### config.mk
export PLATFORM = sky130hd
export DESIGN_NAME = sdram_write_flat
export DESIGN_NICKNAME = d
export VERILOG_FILES = /design/src/rtl/sdram_write_if.sv /design/src/rtl/sdram_write.sv /design/src/flat_wrapper.sv
export SDC_FILE = /design/constraint.sdc
export NUM_CORES = 1
export LEC_CHECK = 0
export ABC_AREA = 0
export BUFFER_PORTS_ARGS = -buffer_cell sky130_fd_sc_hd__buf_2
export CAP_MARGIN = 40
export CORE_UTILIZATION = 40
export DETAILED_ROUTE_END_ITERATION = 10
export GPL_TIMING_DRIVEN = 0
export PLACE_DENSITY = 0.69
export SLEW_MARGIN = 30
export SYNTH_ARGS = -nofsm -noshare
export SYNTH_HDL_FRONTEND = slang
export SYNTH_SLANG_ARGS = --single-unit
### constraint.sdc
create_clock -name clk -period 2.7 [get_ports clk]
set_input_delay 0.135 -clock clk [delete_from_list [all_inputs] [get_ports clk]]
set_output_delay 0.135 -clock clk [all_outputs]
set_load 0.05 [all_outputs]
### src/rtl/sdram_write_if.sv
// sdram_write_if: signal bundle between the SDRAM controller, the write FIFO
// and the SDRAM write path. The slave modport is the write path itself; the
// master modport is the controller/FIFO side that drives it.
// Also holds the shared SDRAM command encodings, {RAS,CAS,WE}, active low.
// Optional feature macro: SDRAM_WRITE_MASK_EN adds the fifo_mask byte enables.

`ifndef SDRAM_CMD_NOP
`define SDRAM_CMD_NOP       3'b111
`define SDRAM_CMD_ACTIVE    3'b011
`define SDRAM_CMD_READ      3'b101
`define SDRAM_CMD_WRITE     3'b100
`define SDRAM_CMD_PRECHARGE 3'b010
`define SDRAM_CMD_REFRESH   3'b001
`endif

interface sdram_write_if;
  logic        en;
  logic [21:0] address;
  logic        ready;
  logic        auto_refresh;
  logic [31:0] fifo_data;
  logic        fifo_empty;
  logic        fifo_rd;
`ifdef SDRAM_WRITE_MASK_EN
  logic [3:0]  fifo_mask;
`endif
  logic [2:0]  command;
  logic [11:0] addr;
  logic [1:0]  bank;
  logic [15:0] data_out;
  logic        data_oe;
  logic [1:0]  data_mask;

`ifdef SDRAM_WRITE_MASK_EN
  modport slave (
    input  en, address, auto_refresh, fifo_data, fifo_empty, fifo_mask,
    output ready, fifo_rd, command, addr, bank, data_out, data_oe, data_mask
  );
  modport master (
    output en, address, auto_refresh, fifo_data, fifo_empty, fifo_mask,
    input  ready, fifo_rd, command, addr, bank, data_out, data_oe, data_mask
  );
`else
  modport slave (
    input  en, address, auto_refresh, fifo_data, fifo_empty,
    output ready, fifo_rd, command, addr, bank, data_out, data_oe, data_mask
  );
  modport master (
    output en, address, auto_refresh, fifo_data, fifo_empty,
    input  ready, fifo_rd, command, addr, bank, data_out, data_oe, data_mask
  );
`endif
endinterface

### src/rtl/sdram_write.sv
// sdram_write: write path of the wishbone SDRAM slave.
// Pops 32-bit words from a first-word-fall-through FIFO and writes each one as
// two 16-bit beats (upper half first) into consecutive columns of an open row.
// Rows are opened with ACTIVE, closed with PRECHARGE when the burst stops or
// the column counter rolls over, and a refresh request seen mid-transfer is
// held until the row is closed and then served with AUTO REFRESH.
// All state changes happen on the falling edge of clk; rst is async, active low.
// Optional feature macro: SDRAM_WRITE_MASK_EN (per-byte write enables -> DQM).

module sdram_write #(
  parameter int unsigned T_RCD = 3,  // ACT -> WRITE
  parameter int unsigned T_WR  = 2,  // NOPs after the last beat before PRE
  parameter int unsigned T_RP  = 3,  // PRE -> next command
  parameter int unsigned T_RFC = 7   // AR -> next command
) (
  input  logic         clk,
  input  logic         rst,
  sdram_write_if.slave bus
);

  localparam int unsigned DLY_W = 4;
  localparam logic [DLY_W-1:0] DLY_ZERO = {DLY_W{1'b0}};
  localparam logic [DLY_W-1:0] DLY_ONE  = {{(DLY_W-1){1'b0}}, 1'b1};
  localparam logic [DLY_W-1:0] DLY_RCD  = DLY_W'(T_RCD - 1);
  localparam logic [DLY_W-1:0] DLY_WR   = DLY_W'(T_WR);
  localparam logic [DLY_W-1:0] DLY_RP   = DLY_W'(T_RP - 1);
  localparam logic [DLY_W-1:0] DLY_RFC  = DLY_W'(T_RFC - 1);

  typedef enum logic [2:0] {
    S_IDLE         = 3'd0,
    S_ACTIVATE     = 3'd1,
    S_WRITE_TOP    = 3'd2,
    S_WRITE_BOTTOM = 3'd3,
    S_PRECHARGE    = 3'd4,
    S_REFRESH      = 3'd5,
    S_RESTART      = 3'd6
  } state_t;

  state_t           state_q,    state_d;
  logic [DLY_W-1:0] delay_q,    delay_d;
  logic [21:0]      laddr_q,    laddr_d;
  logic [31:0]      wdata_q,    wdata_d;
  logic             lref_q,     lref_d;
  logic [2:0]       command_q,  command_d;
  logic [11:0]      addr_q,     addr_d;
  logic [1:0]       bank_q,     bank_d;
  logic [15:0]      data_out_q, data_out_d;
  logic             data_oe_q,  data_oe_d;
  logic             fifo_rd_q,  fifo_rd_d;

  logic take_s;      // latch the FIFO head word and pop it this edge
  logic avail_s;     // a word is waiting and the controller grants the path
  logic cont_s;      // keep streaming within the open row
  logic beat_top_s;  // this edge drives the upper data beat
  logic beat_bot_s;  // this edge drives the lower data beat

  assign avail_s = bus.en & ~bus.fifo_empty;
  assign cont_s  = avail_s & ~lref_q;

  // Next-state and next-output computation for the write sequencer
  always_comb begin
    state_d    = state_q;
    delay_d    = delay_q;
    laddr_d    = laddr_q;
    wdata_d    = wdata_q;
    command_d  = `SDRAM_CMD_NOP;
    addr_d     = addr_q;
    bank_d     = bank_q;
    data_out_d = data_out_q;
    data_oe_d  = 1'b0;
    fifo_rd_d  = 1'b0;
    take_s     = 1'b0;
    beat_top_s = 1'b0;
    beat_bot_s = 1'b0;

    // A refresh request arriving while a transfer is in progress is parked
    // until the open row has been precharged.
    if (bus.auto_refresh && (state_q != S_IDLE)) begin
      lref_d = 1'b1;
    end else begin
      lref_d = lref_q;
    end

    if (delay_q != DLY_ZERO) begin
      delay_d = delay_q - DLY_ONE;
    end else begin
      case (state_q)
        S_IDLE: begin
          if (avail_s) begin
            laddr_d = bus.address;
            take_s  = 1'b1;
            state_d = S_ACTIVATE;
          end else begin
            state_d = S_IDLE;
          end
        end

        S_ACTIVATE: begin
          command_d = `SDRAM_CMD_ACTIVE;
          bank_d    = laddr_q[21:20];
          addr_d    = laddr_q[19:8];
          delay_d   = DLY_RCD;
          state_d   = S_WRITE_TOP;
        end

        S_WRITE_TOP: begin
          // A10 low: no auto-precharge, the row stays open for streaming.
          command_d  = `SDRAM_CMD_WRITE;
          addr_d     = {4'b0000, laddr_q[7:0]};
          data_out_d = wdata_q[31:16];
          data_oe_d  = 1'b1;
          beat_top_s = 1'b1;
          laddr_d    = laddr_q + 22'd2;
          state_d    = S_WRITE_BOTTOM;
        end

        S_WRITE_BOTTOM: begin
          data_out_d = wdata_q[15:0];
          data_oe_d  = 1'b1;
          beat_bot_s = 1'b1;
          // Column 0 after the increment means the row rolled over.
          if (cont_s && (laddr_q[7:0] != 8'h00)) begin
            take_s  = 1'b1;
            state_d = S_WRITE_TOP;
          end else begin
            delay_d = DLY_WR;
            state_d = S_PRECHARGE;
          end
        end

        S_PRECHARGE: begin
          // Bank stays at the row being closed, even if laddr moved banks.
          command_d = `SDRAM_CMD_PRECHARGE;
          addr_d    = 12'h000;
          delay_d   = DLY_RP;
          if (lref_q) begin
            state_d = S_REFRESH;
          end else if (avail_s) begin
            take_s  = 1'b1;
            state_d = S_ACTIVATE;
          end else begin
            state_d = S_IDLE;
          end
        end

        S_REFRESH: begin
          command_d = `SDRAM_CMD_REFRESH;
          delay_d   = DLY_RFC;
          lref_d    = 1'b0;
          state_d   = S_RESTART;
        end

        S_RESTART: begin
          if (avail_s) begin
            take_s  = 1'b1;
            state_d = S_ACTIVATE;
          end else begin
            state_d = S_IDLE;
          end
        end

        default: begin
          command_d = `SDRAM_CMD_NOP;
          delay_d   = DLY_ZERO;
          state_d   = S_IDLE;
        end
      endcase
    end

    if (take_s) begin
      wdata_d   = bus.fifo_data;
      fifo_rd_d = 1'b1;
    end else begin
      wdata_d   = wdata_d;
      fifo_rd_d = fifo_rd_d;
    end
  end

  // Sequencer state and registered SDRAM/FIFO outputs, updated on the falling edge
  always_ff @(negedge clk or negedge rst) begin
    if (!rst) begin
      state_q    <= S_IDLE;
      delay_q    <= DLY_ZERO;
      laddr_q    <= 22'h000000;
      wdata_q    <= 32'h00000000;
      lref_q     <= 1'b0;
      command_q  <= `SDRAM_CMD_NOP;
      addr_q     <= 12'h000;
      bank_q     <= 2'b00;
      data_out_q <= 16'h0000;
      data_oe_q  <= 1'b0;
      fifo_rd_q  <= 1'b0;
    end else begin
      state_q    <= state_d;
      delay_q    <= delay_d;
      laddr_q    <= laddr_d;
      wdata_q    <= wdata_d;
      lref_q     <= lref_d;
      command_q  <= command_d;
      addr_q     <= addr_d;
      bank_q     <= bank_d;
      data_out_q <= data_out_d;
      data_oe_q  <= data_oe_d;
      fifo_rd_q  <= fifo_rd_d;
    end
  end

`ifdef SDRAM_WRITE_MASK_EN
  logic [3:0] mask_q,      mask_d;
  logic [1:0] data_mask_q, data_mask_d;

  // Byte enables travel with the word; DQM is their inverse on each beat
  always_comb begin
    if (take_s) begin
      mask_d = bus.fifo_mask;
    end else begin
      mask_d = mask_q;
    end
    if (beat_top_s) begin
      data_mask_d = ~mask_q[3:2];
    end else if (beat_bot_s) begin
      data_mask_d = ~mask_q[1:0];
    end else begin
      data_mask_d = 2'b00;
    end
  end

  // Byte-enable latch and registered DQM
  always_ff @(negedge clk or negedge rst) begin
    if (!rst) begin
      mask_q      <= 4'h0;
      data_mask_q <= 2'b00;
    end else begin
      mask_q      <= mask_d;
      data_mask_q <= data_mask_d;
    end
  end

  assign bus.data_mask = data_mask_q;
`else
  assign bus.data_mask = 2'b00;
`endif

  assign bus.ready    = (state_q == S_IDLE) && (delay_q == DLY_ZERO);
  assign bus.fifo_rd  = fifo_rd_q;
  assign bus.command  = command_q;
  assign bus.addr     = addr_q;
  assign bus.bank     = bank_q;
  assign bus.data_out = data_out_q;
  assign bus.data_oe  = data_oe_q;

endmodule

### src/flat_wrapper.sv
// flat-port wrapper written by rule: the top's interface ports become plain ports
module sdram_write_flat 
#(
  parameter int unsigned T_RCD = 3,                 
  parameter int unsigned T_WR  = 2,                                        
  parameter int unsigned T_RP  = 3,                        
  parameter int unsigned T_RFC = 7                        
)
  (clk, rst, bus_en, bus_address, bus_auto_refresh, bus_fifo_data, bus_fifo_empty, bus_ready, bus_fifo_rd, bus_command, bus_addr, bus_bank, bus_data_out, bus_data_oe, bus_data_mask);
  sdram_write_if bus_i ();
  input  logic clk;
  input  logic rst;
  input wire logic [$bits(bus_i.en)-1:0] bus_en;
  input wire logic [$bits(bus_i.address)-1:0] bus_address;
  input wire logic [$bits(bus_i.auto_refresh)-1:0] bus_auto_refresh;
  input wire logic [$bits(bus_i.fifo_data)-1:0] bus_fifo_data;
  input wire logic [$bits(bus_i.fifo_empty)-1:0] bus_fifo_empty;
  output wire logic [$bits(bus_i.ready)-1:0] bus_ready;
  output wire logic [$bits(bus_i.fifo_rd)-1:0] bus_fifo_rd;
  output wire logic [$bits(bus_i.command)-1:0] bus_command;
  output wire logic [$bits(bus_i.addr)-1:0] bus_addr;
  output wire logic [$bits(bus_i.bank)-1:0] bus_bank;
  output wire logic [$bits(bus_i.data_out)-1:0] bus_data_out;
  output wire logic [$bits(bus_i.data_oe)-1:0] bus_data_oe;
  output wire logic [$bits(bus_i.data_mask)-1:0] bus_data_mask;
  assign bus_i.en = bus_en;
  assign bus_i.address = bus_address;
  assign bus_i.auto_refresh = bus_auto_refresh;
  assign bus_i.fifo_data = bus_fifo_data;
  assign bus_i.fifo_empty = bus_fifo_empty;
  assign bus_ready = bus_i.ready;
  assign bus_fifo_rd = bus_i.fifo_rd;
  assign bus_command = bus_i.command;
  assign bus_addr = bus_i.addr;
  assign bus_bank = bus_i.bank;
  assign bus_data_out = bus_i.data_out;
  assign bus_data_oe = bus_i.data_oe;
  assign bus_data_mask = bus_i.data_mask;
  sdram_write #(.T_RCD(T_RCD), .T_WR(T_WR), .T_RP(T_RP), .T_RFC(T_RFC)) u_core (.clk(clk), .rst(rst), .bus(bus_i));
endmodule
# Word level (Yosys, flattened, before mapping)
# Cells that the tools add are included.
word_totals:
  elab_cells: 71
  register_bits: 97
  in_bits: 59
  out_inout_bits: 38
classes:
  eq_ne: 9
  reduce_logical: 20
  muxes: 24
  bitwise: 5
  add_sub_neg: 2
ops:
  columns: ["cell", "count"]
  rows:
  - ["$pmux 22 s2", 1]
  - ["$pmux 12 s3", 1]
  - ["$pmux 16 s2", 1]
  - ["$add 22x2->22 const B", 1]
  - ["$mux 22", 1]
  - ["$pmux 3 s6", 1]
  - ["$pmux 4 s4", 1]
  - ["$pmux 3 s4", 1]
  - ["$mux 1", 11]
  - ["$eq 3x3->1 const B", 3]
  - ["$mux 3", 3]
  - ["$mux 4", 2]
  - ["$reduce_and 2->1", 4]
  - ["$reduce_bool 8->1", 1]
  - ["$eq 3x2->1 const B", 2]
  - ["$reduce_bool 3->1", 2]
  - ["$reduce_or 2->1", 3]
  - ["$logic_not 4->1", 1]
  - ["$ne 2x1->1 const B", 2]
  - ["$reduce_bool 2->1", 2]
  - ["$reduce_bool 4->1", 1]
  - ["$sub 4x1->4 const B", 1]
  - ["$eq 3x1->1 const B", 1]
  - ["$logic_and 1x1->1", 3]
  - ["7 further kinds", 10]

# Depth between registers and ports, before layout
# Gate-level depths: netlist of run 1.
depth:
  depth_word: 8
  depth_mapped: 8
  mapped_depth_nobuf: 6

==> metrics, run 1 <==
# rows=39; critical path launch point type=register; n_diodes=0; sequential cell fraction of total power=between 30% and 40%; hpwl dp=around 9 mm; final count of negative-setup-slack endpoints=33; TritonCTS clock tree=done; share of cells above drive strength 1=36.6%; most frequent cells in the layout=97 x buf_2, 94 x dfrtn_1, 44 x nand2_1, 39 x o21ai_0, 32 x mux2_4; worst setup margin=-0.406 ns; status=complete, but fails checks; num ports=slightly below 100; Worst setup EP type=primary output; drt first pass iters=8; vias in the first global route=4204; H-tree depth=3; switching portion of total power=approximately 43%; total global routing overflow=0; Routed Antenna Nets=0; worst reg2reg endpoint=u_core.bus.addr[5]; Psw=approximately 3 mW; Root Buffer=clkbuf_16; Die ar.=approximately 12000 µm²; first-pass GRT wire length=21.7 mm; Die Y=roughly 110 µm; Final Slew Violations=0; Cells after Synth=439; predominant post-synthesis flop cell=dfrtn_1; Yosys reg bits=97; port buffer count=94; antenna violations before repair=0; Worst Path Max Fanout=2; drt via density=between 5 and 6; Clk Latency, worst-skew pair=just over 0.4 ns; VDD IR max=roughly 0.55 mV; RSZ-0062 raised after global routing=yes; GRT Overall Usage=between 20 and 25%; failing checks=DRC, setup timing; worst setup path end=bus_ready; hold slack=~0.42 ns; fillcell total=approximately 1000; Final #Nets=~630; routed vias=4132; Avg Cell Area, Syn=10.9 µm²; reg2reg setup slack=approximately 0.38 ns; Async S/R FF share, synth=100%; Power Internal=slightly above 4 mW; Setup TNS Final=-3.38 ns; Final Skew=0.0598 ns; R2R cell count=6; Worst-Margin Slew=between 0.7 and 0.8 ns; Layout area overhead=28.7%; P_leak=2.94 nW; Cell variety after synth=between 60 and 70; CP Data Arrival Time=around 3 ns; Fin. Hold Viols=0; sequential fraction of the synthesis area=50.8%; die width=approximately 110 µm; Crit path required time=2.57 ns; Starting Density=between 40% and 50%; clock share of power=roughly 20%; largest net degree at the start of global routing=71; Core ar.=roughly 12000 µm²; power density cells=around 1200 nW/µm²; worst hold path type=reg -> reg; Crit Path Category=reg -> out; Worst-path clk slew=about 0.050 ns; TritonCTS Buffers=9; WL/cell=roughly 19 µm; Comb power frac=a little under half; clock tree buffer depth=2; Yosys Warn Count=0; crit path launch=u_core.delay_q[1]; number of remaining DRC errors=20; First DRT Iteration DRCs=approximately 370; reg2reg start=u_core.state_q[0]; Synth Cell Area=around 4800 µm²; final wirelength=around 13 mm; GP Congestion=about 0.89; most common cell after layout, fill and taps aside=buf_2; Max-cap violations=0; number of synthesized flops with an enable pin=0; Slew HR=roughly half; clock sink total=97
cell usage after synthesis (4+ instances only):
cell type  instances  area share (%)
nand3_1           14             1.5
clkbuf_1          18             1.4
nor2_1            16             1.3
mux2_4            29             9.1
mux2_2             4            0.94
o22ai_1           25             3.3
or3_1              4            0.52
dfrtn_1           94              49
nand4_1            6            0.78
a2bb2oi_1          5            0.92
nor4_1             5            0.65
o21ai_0           39             4.1
nand2b_1           5            0.65
a22oi_1            9             1.4
a211oi_1           7             1.1
a22o_1             5            0.92
buf_2              6            0.63
inv_1              8            0.63
a21oi_1           17             1.8
nand2_1           45             3.5
o211ai_1           4            0.63
critical path: stages (launching register included):
cell      delay (ns)
dfrtn_1         0.36
inv_2           0.08
ha_4            0.13
nor3b_4         0.20
clkbuf_8        0.17
nand2_4         0.05
nor2_4          0.11
buf_6           0.17
worst min path at each step:
stage / cells past startpoint / endpoint / from / slack [ns]
2_1_floorplan: 1 / u_core.wdata_q[0] / u_core.wdata_q[0] / 0.43
3_3_place_gp: 2 / u_core.bus.data_out[13] / u_core.bus.data_out[13] / 0.42
3_5_place_dp: 2 / u_core.bus.data_out[14] / u_core.bus.data_out[14] / 0.43
4_1_cts: 2 / u_core.bus.data_out[14] / u_core.bus.data_out[14] / 0.43
5_1_grt: 2 / u_core.bus.data_out[4] / u_core.bus.data_out[4] / 0.45
6_report: 2 / u_core.bus.data_out[14] / u_core.bus.data_out[14] / 0.42
per-stage QoR:
stage / util [%] / instance area (µm²) / setup WS (ns) / power (mW) / std cells
2_1_floorplan: - / 4810 / -0.229 / 4.65 / 440
4_1_cts: 53.1 / 6120 / -0.400 / 7.09 / 715
3_5_place_dp: 47.7 / 5500 / -0.663 / 5.49 / 678
3_3_place_gp: 47.4 / 5460 / -0.712 / 5.39 / 677
6_report: 53.5 / 6160 / -0.406 / 7.15 / 719
5_1_grt: 53.5 / 6160 / -0.469 / 7.55 / 719
flip-flops by register name, summed over array words and instances (netlist names):
register             count
u_core.bus.addr         12
u_core.bus.bank          2
u_core.bus.command       3
u_core.bus.data_oe       1
u_core.bus.data_out     16
u_core.bus.fifo_rd       1
u_core.delay_q           4
u_core.laddr_q          22
u_core.lref_q            1
u_core.state_q           3
u_core.wdata_q          32
power groups by stage:
stage / Combinational [mW] / Clock [mW] / Sequential (mW)
after floorplan: 1.73 / 0.00924 / 2.91
after global placement: 2.96 / 0.00924 / 2.42
after detailed placement: 3.04 / 0.00924 / 2.44
after CTS: 3.24 / 1.42 / 2.43
after global routing: 3.56 / 1.48 / 2.50
final: 3.31 / 1.40 / 2.44
logic make-up (layout without fill, tap and decap cells):
logic type,after synthesis,count (layout),synth area share (%)
other,1,2,0.0784
AO/OA/AOI/OAI,133,133,18.7
multiplexers,38,38,11.2
flip-flops,97,97,50.8
buffers and inverters,43,179,5.02
AND/OR/NAND/NOR,125,125,13.7
adder cells (fa/ha/maj),2,2,0.523
timing repair:
item / CTS / global route
gates resized for setup: 24 / 8
hold buffers: 0 / 0
setup buffers: 17 / 6
pin swaps: 5 / 5
cloned: 3 / 0
endpoints found under the setup margin: 49 / 48
hold endpoints to repair: 0 / 0
layout make-up:
cell class	count	area, µm²	area share (%)
inverters	9	33.8	0.549
plain buffers	32	221	3.60
clock inverters	9	98.8	1.61
multi-input cells	300	2200	35.7
clock buffers	10	229	3.72
repair buffers	119	764	12.4
flip-flops and latches	97	2430	39.5
well taps	143	179	2.91
metal layers:
layer | GRT usage (%) | up-vias | share of wire (%)
li1 | - | 1891 | -
met1 | 28.2 | 1997 | 41
met2 | 36.1 | 203 | 47
met3 | 6.75 | 41 | 8.2
met4 | 10.0 | 0 | 3.0
met5 | 0 | - | 0
(Power assumes the default switching activity.)
==> run 2, diff against run 1 <==
Settings changed: ABC_AREA 0 to 1, CORE_MARGIN set to 8, CTS_CLUSTER_DIAMETER set to 40.
==> metrics, run 2 <==
n_diodes=0; CP Cell Sequence=inv_2, ha_4, nand3_4, nor2_4, buf_8; Slew HR=approximately three fifths; Crit path required time=approximately 2.6 ns; critical path launch point type=register; TritonCTS clock tree=done; power density cells=approximately 1200 nW/µm²; First DRT Iteration DRCs=452; VDD IR max=approximately 0.45 mV; Metal-1 WL=between 6 and 7 mm; TritonCTS Buffers=9; Worst Path Max Fanout=3; worst reg2reg endpoint=u_core.laddr_q[11]; Cell variety after synth=32; Core ar.=about 12000 µm²; sequential fraction of the synthesis area=approximately half; metal2 WL=around 6.8 mm; Clk Latency, worst-skew pair=around 0.4 ns; antenna violations before repair=0; WL/cell=16.1 µm; Setup TNS Final=-0.0776 ns; share of the synthesized area in the top cell type=between 40% and 50%; final total power=between 7 and 8 mW; Yosys reg bits=97; final wirelength=roughly 15 mm; routed vias=between 4000 and 5000; Cells after Synth=about 630; Layout area overhead=23.0%; most common cell after layout, fill and taps aside=nand2_1; hold_sp=u_core.wdata_q[21]; Routed met3 length=just over 800 µm; Hold EP=u_core.wdata_q[21]; count leader, synth=nand2_1; share of cells above drive strength 1=roughly a fifth; Async S/R FF share, synth=between 90% and 100%; Largest Register=u_core.wdata_q; post-synth top area cell=dfrtn_1; worst setup margin=-0.0776 ns; drt via density=about 5.2; drt first pass iters=5; port buffer count=94; Routed Antenna Nets=0; Worst-Margin Slew=between 0.6 and 0.7 ns; Crit-path slowest cell=dfrtn_1; Worst-path clk slew=0.05 ns; CP Data Arrival Time=around 2.6 ns; vias in the first global route=4754; number of synthesized flops with an enable pin=0; Fin. Hold Viols=0; delay-heaviest family, CP=flip-flops; Die Y=126 µm; P_leak=approximately 3.1 nW; final design utilization=around half; Max-cap violations=0; max reg flops=32; Final Skew=0.0485 ns; Root Buffer=clkbuf_16; Synth Cell Area=4860 µm²; RSZ-0062 raised after global routing=yes; # rows=40; num ports=97; Setup WS pre-CTS=-0.282 ns; H-tree depth=3; Starting Density=40.7%; Hold Crit Depth=2; Final #Nets=812; predominant post-synthesis flop cell=dfrtn_1; clock sink total=97; total global routing overflow=0; top layer in use=met4; largest net degree at the start of global routing=53; Yosys Warn Count=0; top cells by area, synth=dfrtn_1 48%, nand2_1 13%, o21ai_0 7.6%, nand3_1 7.1%, nor2_1 6.0%; Crit Path Category=reg -> out; worst hold path type=reg -> reg; R2R cell count=10; die width=126 µm; commonest cells in the netlist=174 x nand2_1, 94 x dfrtn_1, 78 x nor2_1; Die ar.=between 15000 and 20000 µm²; GP Congestion=just under 1; Avg Cell Area, Syn=7.67 µm²; GRT Overall Usage=between 10% and 20%; first-pass GRT wire length=roughly 24 mm; number of remaining DRC errors=0; failing checks=setup timing; Crit path buffers/inverters=2; Largest stage delay, worst path=about 0.35 ns; fillcell total=roughly 1200; reg2reg setup slack=0.55 ns; Final Slew Violations=0; Worst setup EP type=primary output; most frequent cells in the layout=173 x nand2_1, 100 x buf_2, 94 x dfrtn_1, 76 x nor2_1, 74 x o21ai_0; clock tree buffer depth=2; final count of negative-setup-slack endpoints=1; reg2reg start=u_core.laddr_q[2]; status=complete, but fails checks; hpwl dp=roughly 11 mm
-- run 2: timing repair --
| item | CTS | global route |
|---|---|---|
| gates resized for setup | 11 | 6 |
| hold buffers | 0 | 0 |
| setup buffers | 4 | 5 |
| endpoints found under the setup margin | 1 | 9 |
| pin swaps | 3 | 2 |
-- run 2: metal layers --
| metal | up-vias | global-route usage [%] |
|---|---|---|
| met1 | 2256 | 24.5 |
| met2 | 128 | 29.4 |
| met5 | - | 0 |
| li1 | 2316 | - |
| met4 | 0 | 6.72 |
| met3 | 18 | 4.05 |
-- run 2: kinds of logic (layout without fill, tap and decap cells) --
kind of cell / after synthesis / after routing / synth area share, %
flip-flops: 97 / 97 / 50.0
other: 1 / 2 / 0.0771
AND/OR/NAND/NOR: 339 / 339 / 29.2
adder cells (fa/ha/maj): 2 / 2 / 0.514
buffers and inverters: 73 / 194 / 6.84
AO/OA/AOI/OAI: 119 / 119 / 12.9
XOR/XNOR: 3 / 3 / 0.540
-- run 2: power breakdown --
| group | internal [mW] | switching, mW | leakage (nW) | total, mW |
|---|---|---|---|---|
| clock network | 0.752 | 0.584 | 0.166 | 1.34 |
| registers | 2.17 | 0.507 | 1.21 | 2.68 |
| logic | 1.01 | 2.46 | 1.69 | 3.47 |
| total | 3.93 | 3.55 | 3.07 | 7.48 |
-- run 2: how the worst max path moves through the flow --
stage	cells after the start	end	from	slack, ns
5_1_grt	5	bus_ready	u_core.delay_q[0]	-0.14
2_1_floorplan	5	bus_ready	u_core.delay_q[0]	0.02
6_report	5	bus_ready	u_core.delay_q[0]	-0.08
3_5_place_dp	8	u_core.laddr_q[1]	bus_fifo_empty	-0.28
4_1_cts	6	bus_ready	u_core.delay_q[1]	-0.19
3_3_place_gp	1	u_core.laddr_q[20]	rst	-0.70
-- run 2: final cells by class --
cell class,instances,area [µm²],area share [%]
flip-flops and latches,97,2430,40.6
multi-input cells,465,2150,35.9
repair buffers,104,582,9.72
clock buffers,10,239,3.99
well taps,147,184,3.07
plain buffers,32,180,3.01
inverters,39,146,2.45
clock inverters,9,76.3,1.28
-- run 2: per-stage QoR --
step	instance area (µm²)	hold slack, ns	std cells
after floorplan	4880	0.397	635
after global placement	5530	0.412	876
after detailed placement	5570	0.416	877
after CTS	5950	0.416	899
after global routing	5990	0.441	903
final	5990	0.418	903
-- run 2: tightest hold or removal path: stages, from the launching register on --
cell,delay [ns]
dfrtn_1,0.41
nand2_1,0.05
nand2_1,0.04
==> run 3, diff against run 2 <==
Settings changed: ABC_AREA 1 to unset, BUFFER_PORTS_ARGS -buffer_cell sky130_fd_sc_hd__buf_2 to unset, DONT_BUFFER_PORTS set to 1, PLACE_DENSITY 0.69 to 0.62.
==> metrics, run 3 (synthesis results as in run 1) <==
drt first pass iters=4; P_leak=2.39 nW; most common cell after layout, fill and taps aside=dfrtn_1; met3 Use GR=roughly 6.2%; first-pass GRT wire length=slightly above 20 mm; Layout area overhead=12.5%; Die Y=roughly 130 µm; hpwl dp=around 9.2 mm; dpl cells=around 590; WL/cell=around 21 µm; port buffer count=0; clock tree buffer depth=2; worst hold path type=reg -> reg; drt via density=roughly 6.0; First DRT Iteration DRCs=362; # rows=40; max reg flops=32; TritonCTS Buffers=9; final total power=roughly 6.6 mW; number of remaining DRC errors=0; RSZ-0062 raised after global routing=yes; failing checks=setup timing; die width=roughly 130 µm; GRT Overall Usage=between 15 and 20%; CP Data Arrival Time=3.01 ns; DP Area=about 5000 µm²; Worst-Margin Slew=between 0.7 and 0.8 ns; Final #Nets=520; Fin. Hold Viols=0; Starting Density=slightly above 40%; Final Slew Violations=0; VDD IR max=0.732 mV; delay-heaviest family, CP=simple AND/OR/NAND/NOR gates; Crit path required time=between 2 and 3 ns; hold slack=between 0.4 and 0.5 ns; Crit-path slowest cell=dfrtn_1; H-tree depth=3; routed vias=about 3700; final cell count without fillers=around 610; Slew HR=roughly 47%; routing usage on met2=between 20% and 30%; Largest Register=u_core.wdata_q; Setup WS pre-CTS=-0.533 ns; Routed Antenna Nets=0; share of cells above drive strength 1=around 20%; Core ar.=11900 µm²; # hold bufs at CTS=0; Worst setup EP type=primary output; worst setup margin=-0.445 ns; clock sink total=a little under 100; antenna violations before repair=1; Clk Latency, worst-skew pair=approximately 0.39 ns; Root Buffer=clkbuf_16; final design utilization=45.3%; most frequent cells in the layout=94 x dfrtn_1, 44 x nand2_1, 39 x o21ai_0, 29 x mux2_4, 25 x o22ai_1; vias in the first global route=roughly 3600; status=complete, but fails checks; num ports=between 90 and 100; largest net degree at the start of global routing=between 90 and 100; Max-cap violations=0; GR peak layer=met2; final wirelength=between 10 and 15 mm; TritonCTS clock tree=done; CP Cell Sequence=inv_1, ha_2, nor3b_4, clkbuf_8, nand2_4, nor2_4; GP Congestion=between 0.9 and 1; M1 GR Usage=20.3%; Setup TNS Final=-0.445 ns; power density cells=around 1200 nW/µm²; Worst-path clk slew=roughly 0.050 ns; critical path launch point type=register; post-route cell area=between 5000 and 6000 µm²; Crit path buffers/inverters=2; Worst Path Max Fanout=2; final count of negative-setup-slack endpoints=1; Die ar.=15700 µm²; total global routing overflow=0; Final Skew=around 0.054 ns; n_diodes=0; Crit Path Category=reg -> out; fillcell total=1112; Largest stage delay, worst path=between 0.3 and 0.4 ns
## run 3: cell type report
class	count	area, µm²	share of cell area [%]
Inverter	9	33.8	0.628
Clock buffer	10	239	4.44
Clock inverter	9	66.3	1.23
Multi-Input combinational cell	300	2160	40.1
Sequential cell	97	2430	45.2
Buffer	32	213	3.95
Tap cell	147	184	3.42
Timing Repair Buffer	7	52.6	0.977
## run 3: worst paths after layout
kind / to / cells past startpoint / slack (ns) / start
max in group asynchronous: u_core.bus.command[1] / 0 / 1.72 / rst
min reg2reg: u_core.wdata_q[1] / 1 / 0.44 / u_core.wdata_q[1]
min in group asynchronous: u_core.bus.data_out[3] / 0 / 0.72 / rst
max: bus_ready / 6 / -0.44 / u_core.delay_q[1]
min: u_core.wdata_q[1] / 1 / 0.44 / u_core.wdata_q[1]
max reg2reg: u_core.laddr_q[2] / 8 / 0.18 / u_core.delay_q[1]
## run 3: timing repair
action                                  CTS  global route
endpoints found under the setup margin   30             1
gates resized for setup                   8             0
pin swaps                                 2             0
setup buffers                             7             0
## run 3: worst register-to-register path: stages, from the launching register on
cell and delay (ns):
dfrtn_1 0.34, inv_1 0.06, ha_2 0.18, buf_4 0.12
or3b_1 0.33, clkbuf_1 0.25, a2111oi_4 0.57, clkbuf_2 0.38
a31oi_1 0.12
## run 3: report_power, final
part	total (mW)	internal, mW	switching, mW	leakage (nW)
clock	1.28	0.675	0.603	0.162
combinational	2.33	1.01	1.32	0.995
sequential	3.04	2.02	1.02	1.23
total	6.65	3.71	2.94	2.39
## run 3: metal layers
metal / vias up / wire length (µm)
li1: 1662 / -
met1: 1851 / 5320
met2: 147 / 6380
met3: 12 / 1210
met4: 2 / 108
met5: - / 12
